**src/rtl/ahb_pkg.sv**
```systemverilog
`default_nettype none
// ============================================================================
// Module      : ahb_pkg
// Description : AHB-Lite transfer-type encoding and response codes shared by
//               the AHB-Lite master and the AHB-to-APB bridge.
// Revision    : 1.0 - initial release
// ============================================================================
package ahb_pkg;

    // HTRANS encoding
    typedef enum logic [1:0] {
        IDLE   = 2'b00,
        BUSY   = 2'b01,
        NONSEQ = 2'b10,
        SEQ    = 2'b11
    } htrans_t;

    // HRESP encoding
    localparam logic OKAY  = 1'b0;
    localparam logic ERROR = 1'b1;

endpackage : ahb_pkg
`default_nettype wire

```
**src/rtl/ahb_lite_master.sv**
```systemverilog
`default_nettype none
// ============================================================================
// Module      : ahb_lite_master
// Description : Single-master AHB-Lite initiator. Turns a valid/ready command
//               stream into pipelined single NONSEQ transfers (address stage
//               + data stage) and returns one in-order response per command.
//               Handles wait states and the two-cycle ERROR response.
// Revision    : 1.0 - initial release
// ============================================================================
module ahb_lite_master
    import ahb_pkg::*;
#(
    parameter int ADDR_WIDTH = 32,
    parameter int DATA_WIDTH = 32
) (
    input  logic                  HCLK,
    input  logic                  HRESET,
    // command stream
    input  logic                  cmd_valid,
    output logic                  cmd_ready,
    input  logic                  cmd_write,
    input  logic [ADDR_WIDTH-1:0] cmd_addr,
    input  logic [DATA_WIDTH-1:0] cmd_wdata,
    // response stream
    output logic                  rsp_valid,
    output logic [DATA_WIDTH-1:0] rsp_rdata,
    output logic                  rsp_error,
    // AHB-Lite master port
    output logic                  HSEL,
    output logic [ADDR_WIDTH-1:0] HADDR,
    output logic [1:0]            HTRANS,
    output logic                  HWRITE,
    output logic [DATA_WIDTH-1:0] HWDATA,
    input  logic [DATA_WIDTH-1:0] HRDATA,
    input  logic                  HRESP,
    input  logic                  HREADY
);

    // address stage
    logic                  a_valid_q, a_valid_d;
    logic                  a_write_q, a_write_d;
    logic [ADDR_WIDTH-1:0] a_addr_q,  a_addr_d;
    logic [DATA_WIDTH-1:0] a_wdata_q, a_wdata_d;
    // data stage
    logic                  d_valid_q, d_valid_d;
    logic                  d_write_q, d_write_d;
    logic [DATA_WIDTH-1:0] d_wdata_q, d_wdata_d;
    // second cycle of an ERROR response: pending address phase masked to IDLE
    logic                  hold_idle_q, hold_idle_d;
    // registered response
    logic                  rsp_valid_q, rsp_valid_d;
    logic [DATA_WIDTH-1:0] rsp_rdata_q, rsp_rdata_d;
    logic                  rsp_error_q, rsp_error_d;

    logic                  w_issue;
    logic                  w_advance;

    assign w_issue   = a_valid_q & ~hold_idle_q;
    assign w_advance = HREADY & ~hold_idle_q;

    assign cmd_ready = w_advance;
    assign HSEL      = w_issue;
    assign HTRANS    = w_issue ? NONSEQ : IDLE;
    assign HADDR     = a_addr_q;
    assign HWRITE    = a_write_q;
    assign HWDATA    = d_wdata_q;

    assign rsp_valid = rsp_valid_q;
    assign rsp_rdata = rsp_rdata_q;
    assign rsp_error = rsp_error_q;

    // Next-state: pipeline advance, error-retire and error-detect cases
    always_comb begin
        a_valid_d   = a_valid_q;
        a_write_d   = a_write_q;
        a_addr_d    = a_addr_q;
        a_wdata_d   = a_wdata_q;
        d_valid_d   = d_valid_q;
        d_write_d   = d_write_q;
        d_wdata_d   = d_wdata_q;
        hold_idle_d = hold_idle_q;
        rsp_valid_d = 1'b0;
        rsp_rdata_d = rsp_rdata_q;
        rsp_error_d = rsp_error_q;

        if (w_advance) begin
            // normal edge: data stage <- address stage <- command
            d_valid_d = a_valid_q;
            d_write_d = a_write_q;
            d_wdata_d = a_wdata_q;
            a_valid_d = cmd_valid;
            if (cmd_valid) begin
                a_write_d = cmd_write;
                a_addr_d  = cmd_addr;
                a_wdata_d = cmd_wdata;
            end
            if (d_valid_q) begin
                rsp_valid_d = 1'b1;
                rsp_error_d = HRESP;
                rsp_rdata_d = d_write_q ? '0 : HRDATA;
            end
        end else if (HREADY) begin
            // end of the ERROR response: retire the data phase, keep the
            // masked address-stage transfer so it is re-issued next cycle
            hold_idle_d = 1'b0;
            d_valid_d   = 1'b0;
            if (d_valid_q) begin
                rsp_valid_d = 1'b1;
                rsp_error_d = HRESP;
                rsp_rdata_d = d_write_q ? '0 : HRDATA;
            end
        end else if ((HRESP == ERROR) && d_valid_q) begin
            // first ERROR cycle: mask the pending address phase next cycle
            hold_idle_d = 1'b1;
        end
    end

    // State registers with synchronous active-high reset
    always_ff @(posedge HCLK) begin
        if (HRESET) begin
            a_valid_q   <= 1'b0;
            a_write_q   <= 1'b0;
            a_addr_q    <= '0;
            a_wdata_q   <= '0;
            d_valid_q   <= 1'b0;
            d_write_q   <= 1'b0;
            d_wdata_q   <= '0;
            hold_idle_q <= 1'b0;
            rsp_valid_q <= 1'b0;
            rsp_rdata_q <= '0;
            rsp_error_q <= 1'b0;
        end else begin
            a_valid_q   <= a_valid_d;
            a_write_q   <= a_write_d;
            a_addr_q    <= a_addr_d;
            a_wdata_q   <= a_wdata_d;
            d_valid_q   <= d_valid_d;
            d_write_q   <= d_write_d;
            d_wdata_q   <= d_wdata_d;
            hold_idle_q <= hold_idle_d;
            rsp_valid_q <= rsp_valid_d;
            rsp_rdata_q <= rsp_rdata_d;
            rsp_error_q <= rsp_error_d;
        end
    end

endmodule : ahb_lite_master
`default_nettype wire
```
**config.mk**
```make
export PLATFORM = sky130hd
export DESIGN_NAME = ahb_lite_master
export DESIGN_NICKNAME = d
export VERILOG_FILES = /design/src/rtl/ahb_pkg.sv /design/src/rtl/ahb_lite_master.sv
export SDC_FILE = /design/constraint.sdc
export NUM_CORES = 1
export LEC_CHECK = 0
export BUFFER_PORTS_ARGS = -buffer_cell sky130_fd_sc_hd__buf_2
export CAP_MARGIN = 10
export CORE_AREA = 2 2 114 116
export DETAILED_ROUTE_END_ITERATION = 10
export DIE_AREA = 0 0 116 118
export GPL_TIMING_DRIVEN = 0
export HOLD_SLACK_MARGIN = 0.1
export PLACE_DENSITY_LB_ADDON = 0.15
export REMOVE_ABC_BUFFERS = 1
export SETUP_SLACK_MARGIN = 0.3
export SYNTH_ARGS = -nofsm -noshare
export SYNTH_HDL_FRONTEND = slang
export SYNTH_SLANG_ARGS = --single-unit
```
**constraint.sdc**
```tcl
create_clock -name HCLK -period 1.2 [get_ports HCLK]
set_input_delay 0.12 -clock HCLK [delete_from_list [all_inputs] [get_ports HCLK]]
set_output_delay 0.12 -clock HCLK [all_outputs]
set_load 0.005 [all_outputs]
```
Yosys cells after proc, flatten, opt, wreduce, memory -nomap -nowiden
Cells that the tools add are included.
{ "word_totals": {"in_bits": 102, "out_inout_bits": 103, "wordCells": 35, "reg_bits": 135} }
{ "op_classes": {"n_reduce_logical": 5, "n_mux": 15, "bitwise_logic": 4} }
{ "op_table": {"columns": ["op", "n"], "rows": [
  ["$mux 32", 4],
  ["$mux 1", 10],
  ["$reduce_and 2->1", 2],
  ["$reduce_bool 2->1", 2],
  ["$and 1x1->1", 2],
  ["$mux 2", 1],
  ["$not 1->1", 2],
  ["$logic_and 1x1->1", 1]
]} }

Logic depth before layout (Yosys ltp)
Gate-level depths: netlist (run 1).
{ "depth": {"word_depth": 4, "mapped_depth": 6, "mapped_depth_nobuf": 4} }

Worst setup path before layout (run 1)
Ideal clock, no wire load.
{ "synth_path": {"path_type": "reg2reg", "startpoint": "register hold_idle_q", "endpoint": "register a_valid_q", "setup_ps": 128, "arrival_ps": 945, "required_ps": 1072, "path_stages_with_launch": 6, "synth_period_minus_slack_ps": 1072, "path_buffers": 2, "setup_slack_ps": 128, "cell_sequence": "dfxtp_1 > and3b_1 > buf_6 > buf_6 > a21oi_1 > nor2_1"} }
{ "synth_via": {"elab_chain_cells": 2} }
{ "synth_rtl": {"columns": ["element", "line_no", "text"], "rows": [
  ["start, declared", "ahb_lite_master.sv:49", "logic hold_idle_q, hold_idle_d;"],
  ["start signal, assigned", "ahb_lite_master.sv:140", "hold_idle_q <= hold_idle_d;"],
  ["$not 1->1", "ahb_lite_master.sv:59", "assign w_advance = HREADY & ~hold_idle_q;"],
  ["$and 1x1->1", "ahb_lite_master.sv:59", null],
  ["end signal, assigned", "ahb_lite_master.sv:133", "a_valid_q <= a_valid_d;"],
  ["end, declared", "ahb_lite_master.sv:40", "logic a_valid_q, a_valid_d;"]
]} }
Every way passes these cells.
A chain may end at the register's enable or synchronous reset.

Worst setup path in the final report (run 1)
{ "layout_path": {"startpoint": "register hold_idle_q", "endpoint": "register a_addr_q[14] (netlist: HADDR[14])"} }
{ "layout_via": {"elab_chain_cells": 3} }
{ "layout_rtl": {"columns": ["element", "line_no", "text"], "rows": [
  ["$not 1->1", "ahb_lite_master.sv:59", null],
  ["$and 1x1->1", "ahb_lite_master.sv:59", null],
  ["$reduce_and 2->1 (no source line)", null, null],
  ["end signal, assigned", "ahb_lite_master.sv:135", "a_addr_q <= a_addr_d;"],
  ["end, declared", "ahb_lite_master.sv:42", "logic [ADDR_WIDTH-1:0] a_addr_q, a_addr_d;"]
]} }
Every way passes these cells.

==> results of run 1 <==
[cell type report]
class | instances | area share
clock buffers | 23 | 0.0523
clock inverters | 5 | 0.00839
inverters | 1 | 0.00182
multi-input cells | 412 | 0.257
flip-flops and latches | 135 | 0.317
well taps | 172 | 0.0240
repair buffers | 351 | 0.335
repair inverters | 3 | 0.00489
[where the power goes]
group	total, mW	switching (mW)	internal [mW]
clock network	4.87	1.77	3.11
registers	4.73	0.0918	4.64
logic	1.37	0.637	0.732
total	11.0	2.50	8.48
[worst max path at each step]
stage	startpoint	endpoint	slack [ns]	cells after the start
2_1_floorplan	hold_idle_q	HADDR[0]	-0.67	3
5_1_grt	hold_idle_q	a_wdata_q[31]	-0.11	5
6_report	hold_idle_q	HADDR[14]	-0.07	4
4_1_cts	hold_idle_q	cmd_ready	-0.08	3
3_3_place_gp	HREADY	a_wdata_q[19]	-1.97	4
3_5_place_dp	HREADY	HWDATA[29]	-1.32	5
[synth_stat cells (all sizes together)]
library cell / instances / area, µm²
a21oi: 133 / 666
and3b: 1 / 8.76
mux2i: 1 / 10.0
nor2b: 1 / 6.26
nor2: 3 / 11.3
nand2: 230 / 866
nand2b: 1 / 6.26
inv: 1 / 3.75
nand3: 1 / 5.00
nand3b: 1 / 11.3
nand4b: 32 / 280
clkbuf: 15 / 56.3
nor3: 1 / 5.00
dfxtp: 135 / 2700
conb: 1 / 3.75
buf: 37 / 270
[sequential cells by signal (all words and copies together), names as in the netlist]
register,flops
HWRITE,1
hold_idle_q,1
a_valid_q,1
rsp_error,1
a_wdata_q,32
d_write_q,1
rsp_valid,1
rsp_rdata,32
HADDR,32
d_valid_q,1
HWDATA,32
[critical path: cells and delay by family (launching register included)]
kind            cells  cell delay (ns)
flops               1             0.37
buf+inv             1             0.15
compound gates      1             0.09
simple gates        2             0.52
[cells by family (layout without fill, tap and decap cells)]
group / count (synthesis) / in the layout / synth area share
muxes: 1 / 1 / 0.00204
DFF: 135 / 135 / 0.550
buffers and inverters: 53 / 383 / 0.0672
other: 1 / 1 / 0.000763
and+or+nand+nor: 271 / 277 / 0.244
AOI/OAI and AO/OA: 133 / 133 / 0.136
[repair_timing]
item                       4_1_cts  5_1_grt
pin swaps                       25       60
cloned                          11        7
setup endpoints to repair      237      236
resized for setup              177      116
hold endpoints to repair        99        0
buffers inserted                20       19
hold buffers                    98        0
[per-stage QoR]
step	hold slack, ns	cell area [µm²]	utilization
after floorplan	0.189	4590	-
after global placement	0.360	5820	0.469
after detailed placement	0.366	5880	0.474
after CTS	0.226	8230	0.663
after global routing	0.279	8950	0.721
final	0.252	8950	0.721
[layer usage]
metal | vias to the layer above | part of all wire | GRT usage
met5 | - | 0 | 0
met3 | 35 | 0.063 | 0.0566
met2 | 229 | 0.52 | 0.416
met1 | 2608 | 0.39 | 0.270
li1 | 2621 | - | -
met4 | 0 | 0.025 | 0.0848
==> impl_results.md, run 1 <==
- Status: complete, but fails checks
- Failing checks: negative setup slack
- R2R cell count: 4
- Critical Path AT: about 1.6 ns
- Initial Utilization: 0.396
- Peak supply drop: 0.753 mV
- DRC violation count after routing: 0
- Avg Vias per Cell: 4.98
- CTS clk-pin slew, worst paths: 0.05 ns
- Crit end category: register
- Ys Warns: 0
- Leakage: 3.78 nW
- Number of port buffers: 203
- Worst path required time: about 1.5 ns
- Clock root cell: clkbuf_16
- Clock buffer count from CTS: 17
- Fin nets: 1,023
- Leading cell type in the layout, fill and taps excluded: nand2_1
- Power, Total: approximately 11 mW
- Fmax: 0.788 GHz
- Antenna violations before repair: 0
- Clk sinks: 135
- Die X: 116 µm
- Pre-CTS WS: -1.32 ns
- # Max-Cap Violations: 0
- Gpl congestion: 0.706
- Worst rel slew slack: 0.504
- Post-synth design cell area: 4910 µm²
- Largest fanout on the critical path: 16
- Avg WL per Cell: 16.8 µm
- Tmin final: 1.27 ns
- Final Max Slew Viols: 0
- Hold path depth: 2
- Total Wirelength: 18,500 µm
- CTS tree: built
- Initial DRC count: roughly 350
- Hold Startpoint: HRESET
- CP peak stage delay: 0.37 ns
- Clock buffer depth: 2
- PD cells: 1230 nW/µm²
- Area of the multi-input gates: 2300 µm²
- Largest net degree at the start of global routing: 72
- Period utilization: 1.06
- Gr ovfl total: 0
- H-tree depth: 4
- FF-to-FF setup slack: -0.07 ns
- Seq/Total Area, Yosys: 0.550
- CP Class: reg -> reg
- Critical path's slowest cell: dfxtp_4
- Worst Skew: ~0.0086 ns
- Worst skew pair latency: 0.41 ns
- Share of cells above drive strength 1: 0.513
- CP startpoint kind: register
- Area growth from synthesis to final layout: 82.2%
- Fill cells: 926
- Die ar.: 13,700 µm²
- Worst Max-Slew Pin Slew: ~0.74 ns
- Final setup margin: -0.0691 ns
- Worst R2R Start: hold_idle_q
- Pre-Repair DR Iteration Count: 4
- Vias: 5,493
- Synth unique cells: 20
- Vias in the first global route: 5,001
- Sequential Area: 2840 µm²
- Final instance count without filler cells: 1,102
- Mapped Cells: 594
- Synth Register Bits: 135
- Ports: roughly 200
- RSZ-0062 raised after global routing: true
- Final Hold Vio Count: 0
- Total Neg Setup Slack: -2.43 ns
- FF-to-FF End: HADDR[14]
- Final ANT Viol Nets: 0
- First-pass GRT wire length: 24,900 µm
- Gr usage total: 0.235
- Antenna cells: 0
- # rows: between 40 and 50
- # setup viols final: 64
- Core area: 12,400 µm²
- DIE HEIGHT: 118 µm
- Hpwl dp: around 7700 µm
- HP Class: in -> reg
- Critical path, cell by cell: buf_4, nand3b_4, nand2_1, a21oi_1
- WHS Endpoint: a_wdata_q[31]
- Avg Inst Size Synth: about 8.3 µm²
- Cell Count Post-Placement: 919
- Most frequent cells in the layout: 162 x nand2_1, 150 x buf_2, 117 x a21oi_1
Note: power is estimated with default switching activity, not from simulation.
==> run 2, diff against run 1 <==
- HOLD_SLACK_MARGIN: 0.1 -> not set
- SKIP_LAST_GASP: not set -> 1
==> impl_results.md, run 2 (synthesis gave the netlist of run 1 again) <==
- Status: complete, but fails checks
- Failing checks: negative setup slack
- Peak supply drop: 0.751 mV
- Final instance count without filler cells: 1,087
- Initial Utilization: 0.396
- Worst Skew: 0.00993 ns
- Largest net degree at the start of global routing: 72
- Ports: between 200 and 250
- Vias: about 5,300
- Most frequent cells in the layout: 200 x nand2_1, 152 x buf_2, 117 x a21oi_1
- Avg Vias per Cell: 4.88
- Final Max Slew Viols: 0
- Core area: around 12,000 µm²
- Final Hold Vio Count: 0
- Gr ovfl total: 0
- Sw Share: 0.224
- Final setup margin: -0.0679 ns
- Share of cells above drive strength 1: 0.463
- Fill cells: about 960
- Pre-Repair DR Iteration Count: 4
- Area of the multi-input gates: around 2200 µm²
- Cell Count Post-Placement: 919
- Number of port buffers: between 200 and 250
- CTS clk-pin slew, worst paths: 0.05 ns
- Largest fanout on the critical path: 8
- WP buf/inv: 2
- Avg WL per Cell: approximately 16 µm
- H-tree depth: 4
- Power, Total: approximately 11 mW
- Gr usage total: 0.234
- Worst Max-Slew Pin Slew: about 0.72 ns
- RSZ-0062 raised after global routing: true
- CP peak stage delay: roughly 0.37 ns
- Worst hold slack: about 0.24 ns
- Total Wirelength: 17,600 µm
- Cell Int Power: about 8.5 mW
- Area growth from synthesis to final layout: 77.2%
- # Max-Cap Violations: 0
- Worst path required time: between 1.5 and 2 ns
- Clk sinks: ~140
- Critical path, cell by cell: and3b_4, buf_12, clkbuf_16, nand2_1, a21oi_1
- Reg power frac: 0.434
- Period utilization: 1.06
- Fin nets: 1,008
- Antenna violations before repair: 0
- Final ANT Viol Nets: 0
- DRC violation count after routing: 0
- # rows: 41
- Top Family by Delay on Critical Path: simple AND/OR/NAND/NOR gates
- Gpl congestion: 0.706
- Critical Path AT: roughly 1.6 ns
- CP startpoint kind: register
- # setup viols final: 64
- DIE HEIGHT: 118 µm
- Hpwl dp: 7690 µm
- Clock buffer count from CTS: 17
- HP Class: in -> reg
- CTS tree: built
- Comb power frac: 0.122
- CP Class: reg -> reg
- Worst rel slew slack: 0.521
- Fmax: slightly below 0.8 GHz
- P_sw: between 2 and 2.5 mW
- Tmin final: 1.27 ns
- Crit end category: register
- Clock root cell: clkbuf_16
- Clock buffer depth: 2
- Leakage: 3.69 nW
- Worst skew pair latency: 0.41 ns
- Sequential Area: roughly 2800 µm²
- PD cells: 1250 nW/µm²
- Leading cell type in the layout, fill and taps excluded: nand2_1
- Clock share of power: 0.444
- Die X: 116 µm
- Die ar.: ~14,000 µm²
- Initial DRC count: 412
- Antenna cells: 0
- Critical path's slowest cell: dfxtp_4
- First-pass GRT wire length: 24,800 µm
- Vias in the first global route: 4,987
-- run 2: cell count changes in the layout (fill, tap and decap cells not counted) --
cell,before,now
dfxtp_4,3,4
buf_4,28,16
nand2_1,162,200
buf_6,57,53
clkbuf_16,22,21
inv_12,1,2
nand2_4,13,12
nand2_2,54,17
dfxtp_2,99,98
buf_2,150,152
clkinv_8,2,1
-- run 2: metal layers --
layer / up-vias / track usage / part of all wire
met4: 0 / 0.0885 / 0.012
li1: 2595 / - / -
met2: 195 / 0.411 / 0.52
met5: - / 0 / 0
met1: 2500 / 0.271 / 0.40
met3: 16 / 0.0577 / 0.063
-- run 2: final timing paths --
check	start	end	slack, ns	cells after the start
worst max-delay path	hold_idle_q	a_wdata_q[22]	-0.07	5
worst min-delay path	HRESET	a_wdata_q[31]	0.24	2
worst max register to register	hold_idle_q	a_wdata_q[22]	-0.07	5
worst min register to register	a_wdata_q[31]	HWDATA[31]	0.44	2
-- run 2: power groups by stage --
stage	Combinational [mW]	Clock (mW)	Sequential [mW]
floorplan	0.246	0	4.80
global route	1.42	5.13	4.75
global placement	0.676	0	4.80
finish	1.33	4.85	4.73
CTS	1.16	4.95	4.72
detailed placement	0.701	0	4.81
-- run 2: cell type report --
type | count | area share
Clock inverter | 5 | 0.00863
Inverter | 1 | 0.00187
Tap cell | 172 | 0.0247
Timing Repair inverter | 3 | 0.00503
Clock buffer | 23 | 0.0538
Sequential cell | 135 | 0.326
Multi-Input combinational cell | 412 | 0.253
Timing Repair Buffer | 336 | 0.327
-- run 2: repair_timing --
item                                    in CTS  in global routing
cloned                                      11                  6
resized for setup                          140                112
hold endpoints to repair                    98                  0
buffers inserted                            20                  5
hold buffers                                98                  0
endpoints found under the setup margin     237                236
pin swaps                                    1                 34
-- run 2: through the flow --
stage          worst slack (ns)   util  instance area, µm²  setup TNS [ns]
6_report                -0.0679  0.701                8700           -2.09
5_1_grt                  -0.160  0.701                8700           -6.88
4_1_cts                 -0.0844  0.655                8130           -2.67
3_5_place_dp              -1.32  0.474                5880         -137.90
3_3_place_gp              -1.97  0.469                5820         -231.23
2_1_floorplan            -0.675      -                4590          -77.48
-- run 2: worst reg2reg max path: cells and delay by family (launching register included) --
kind | cells | cell delay (ns)
buffers and inverters | 2 | 0.29
and+or+nand+nor | 2 | 0.40
AOI/OAI and AO/OA | 1 | 0.13
DFF | 1 | 0.37
==> run 3, diff against run 2 <==
- TNS_END_PERCENT: not set -> 1
==> impl_results.md, run 3 (synthesis gave the netlist of run 1 again) <==
- FF-to-FF setup slack: -0.04 ns
- DIE HEIGHT: 118 µm
- Failing checks: negative setup slack
- Gr ovfl total: 0
- Antenna violations before repair: 0
- Worst rel slew slack: 0.522
- Gpl congestion: 0.706
- Tmin final: approximately 1.3 ns
- Power, Total: roughly 11 mW
- Ports: between 200 and 250
- Vias in the first global route: 4,786
- Core area: 12,400 µm²
- Leading cell type in the layout, fill and taps excluded: nand2_1
- Pre-Repair DR Iteration Count: 4
- Total Wirelength: between 15,000 and 20,000 µm
- Period utilization: 1.06
- Clock buffer count from CTS: 17
- CP peak stage delay: 0.40 ns
- Final ANT Viol Nets: 0
- Final setup margin: -0.0675 ns
- Fin nets: slightly below 1,000
- Status: complete, but fails checks
- Fill cells: 1,115
- Setup crit end: cmd_ready
- CTS clk-pin slew, worst paths: 0.05 ns
- Critical path, cell by cell: nand2b_4, inv_12, buf_6
- # Max-Cap Violations: 0
- Gr usage total: 0.217
- Worst skew pair latency: approximately 0.41 ns
- HP Class: in -> reg
- Initial DRC count: about 360
- H-tree depth: 4
- # rows: 41
- Worst hold slack: about 0.019 ns
- Fmax: 0.789 GHz
- Clk sinks: 135
- Fin area: around 7600 µm²
- RSZ-0062 raised after global routing: true
- Crit end category: primary output
- CP startpoint kind: register
- Worst path required time: roughly 1.1 ns
- Clock root cell: clkbuf_16
- Die X: 116 µm
- Largest net degree at the start of global routing: 72
- Antenna cells: 0
- Leakage: 3.29 nW
- Final Max Slew Viols: 0
- PD cells: around 1400 nW/µm²
- Critical path's slowest cell: dfxtp_4
- Worst R2R Start: hold_idle_q
- Avg Vias per Cell: 4.78
- FF-to-FF End: HWDATA[19]
- Die ar.: ~14,000 µm²
- Clock buffer depth: 2
- Largest fanout on the critical path: 8
- Final Hold Vio Count: 0
- CTS tree: built
- Avg WL per Cell: 14.6 µm
- Placed cell areas: 5880 µm²
- Worst Max-Slew Pin Slew: 0.717 ns
- Crit path launch: hold_idle_q
- # setup viols final: 43
- Worst Skew: 0.00738 ns
- Vias: 5,065
- Number of port buffers: ~200
- Pre-CTS WS: -1.32 ns
- Most frequent cells in the layout: 229 x nand2_1, 200 x buf_2, 133 x a21oi_1
- CP Class: reg -> out
- Total Neg Setup Slack: -0.671 ns
- R2R cell count: 5
- Initial Utilization: 0.396
- Share of cells above drive strength 1: 0.287
- Critical Path AT: between 1 and 1.5 ns
- Area growth from synthesis to final layout: 55.4%
- First-pass GRT wire length: 23,200 µm
- Hpwl dp: 7690 µm
- DRC violation count after routing: 0
- Peak supply drop: 0.770 mV
## run 3: through the flow
stage | util | cells
floorplan | - | 542
global placement | 0.469 | 917
detailed placement | 0.474 | 919
CTS | 0.612 | 1058
global route | 0.615 | 1060
finish | 0.615 | 1060
## run 3: layout make-up
class                           count  area, µm²  area share
Tap cell                          172        215      0.0282
Clock buffer                       23        468      0.0613
Clock inverter                      5       75.1     0.00983
Sequential cell                   135       2710       0.355
Timing Repair inverter              2       25.0     0.00328
Timing Repair Buffer              311       2130       0.280
Multi-Input combinational cell    411       1990       0.260
Inverter                            1       16.3     0.00213
## run 3: critical path: cells and delay by family (launching register included)
kind / cells / cell delay (ns)
DFF: 1 / 0.40
and+or+nand+nor: 1 / 0.20
buffers and inverters: 2 / 0.15
## run 3: timing repair
item,CTS,global route
endpoints found under the hold margin,96,0
hold buffers,96,0
resized for setup,21,5
buffers inserted,10,0
cloned,5,2
setup endpoints to repair,237,236
## run 3: layer usage
metal / GRT usage / vias to the layer above / wire length (µm)
li1: - / 2529 / -
met1: 0.256 / 2329 / 6420
met2: 0.371 / 186 / 7700
met3: 0.0556 / 21 / 1020
met4: 0.0871 / 0 / 313
met5: 0 / - / 0
## run 3: worst min-delay path by stage
stage,start,end,slack (ns),cells after the start
final,HRDATA[12],rsp_rdata[12],0.02,3
after detailed placement,cmd_addr[26],HADDR[26],0.37,3
after floorplan,HRESET,HADDR[0],0.19,1
after global routing,HRDATA[12],rsp_rdata[12],0.03,3
after global placement,cmd_addr[6],HADDR[6],0.36,3
after CTS,HRDATA[12],rsp_rdata[12],0.002,3
## run 3: where the power goes
group | switching, mW | internal (mW)
registers | 0.0770 | 4.63
clock network | 1.74 | 3.11
logic | 0.512 | 0.543
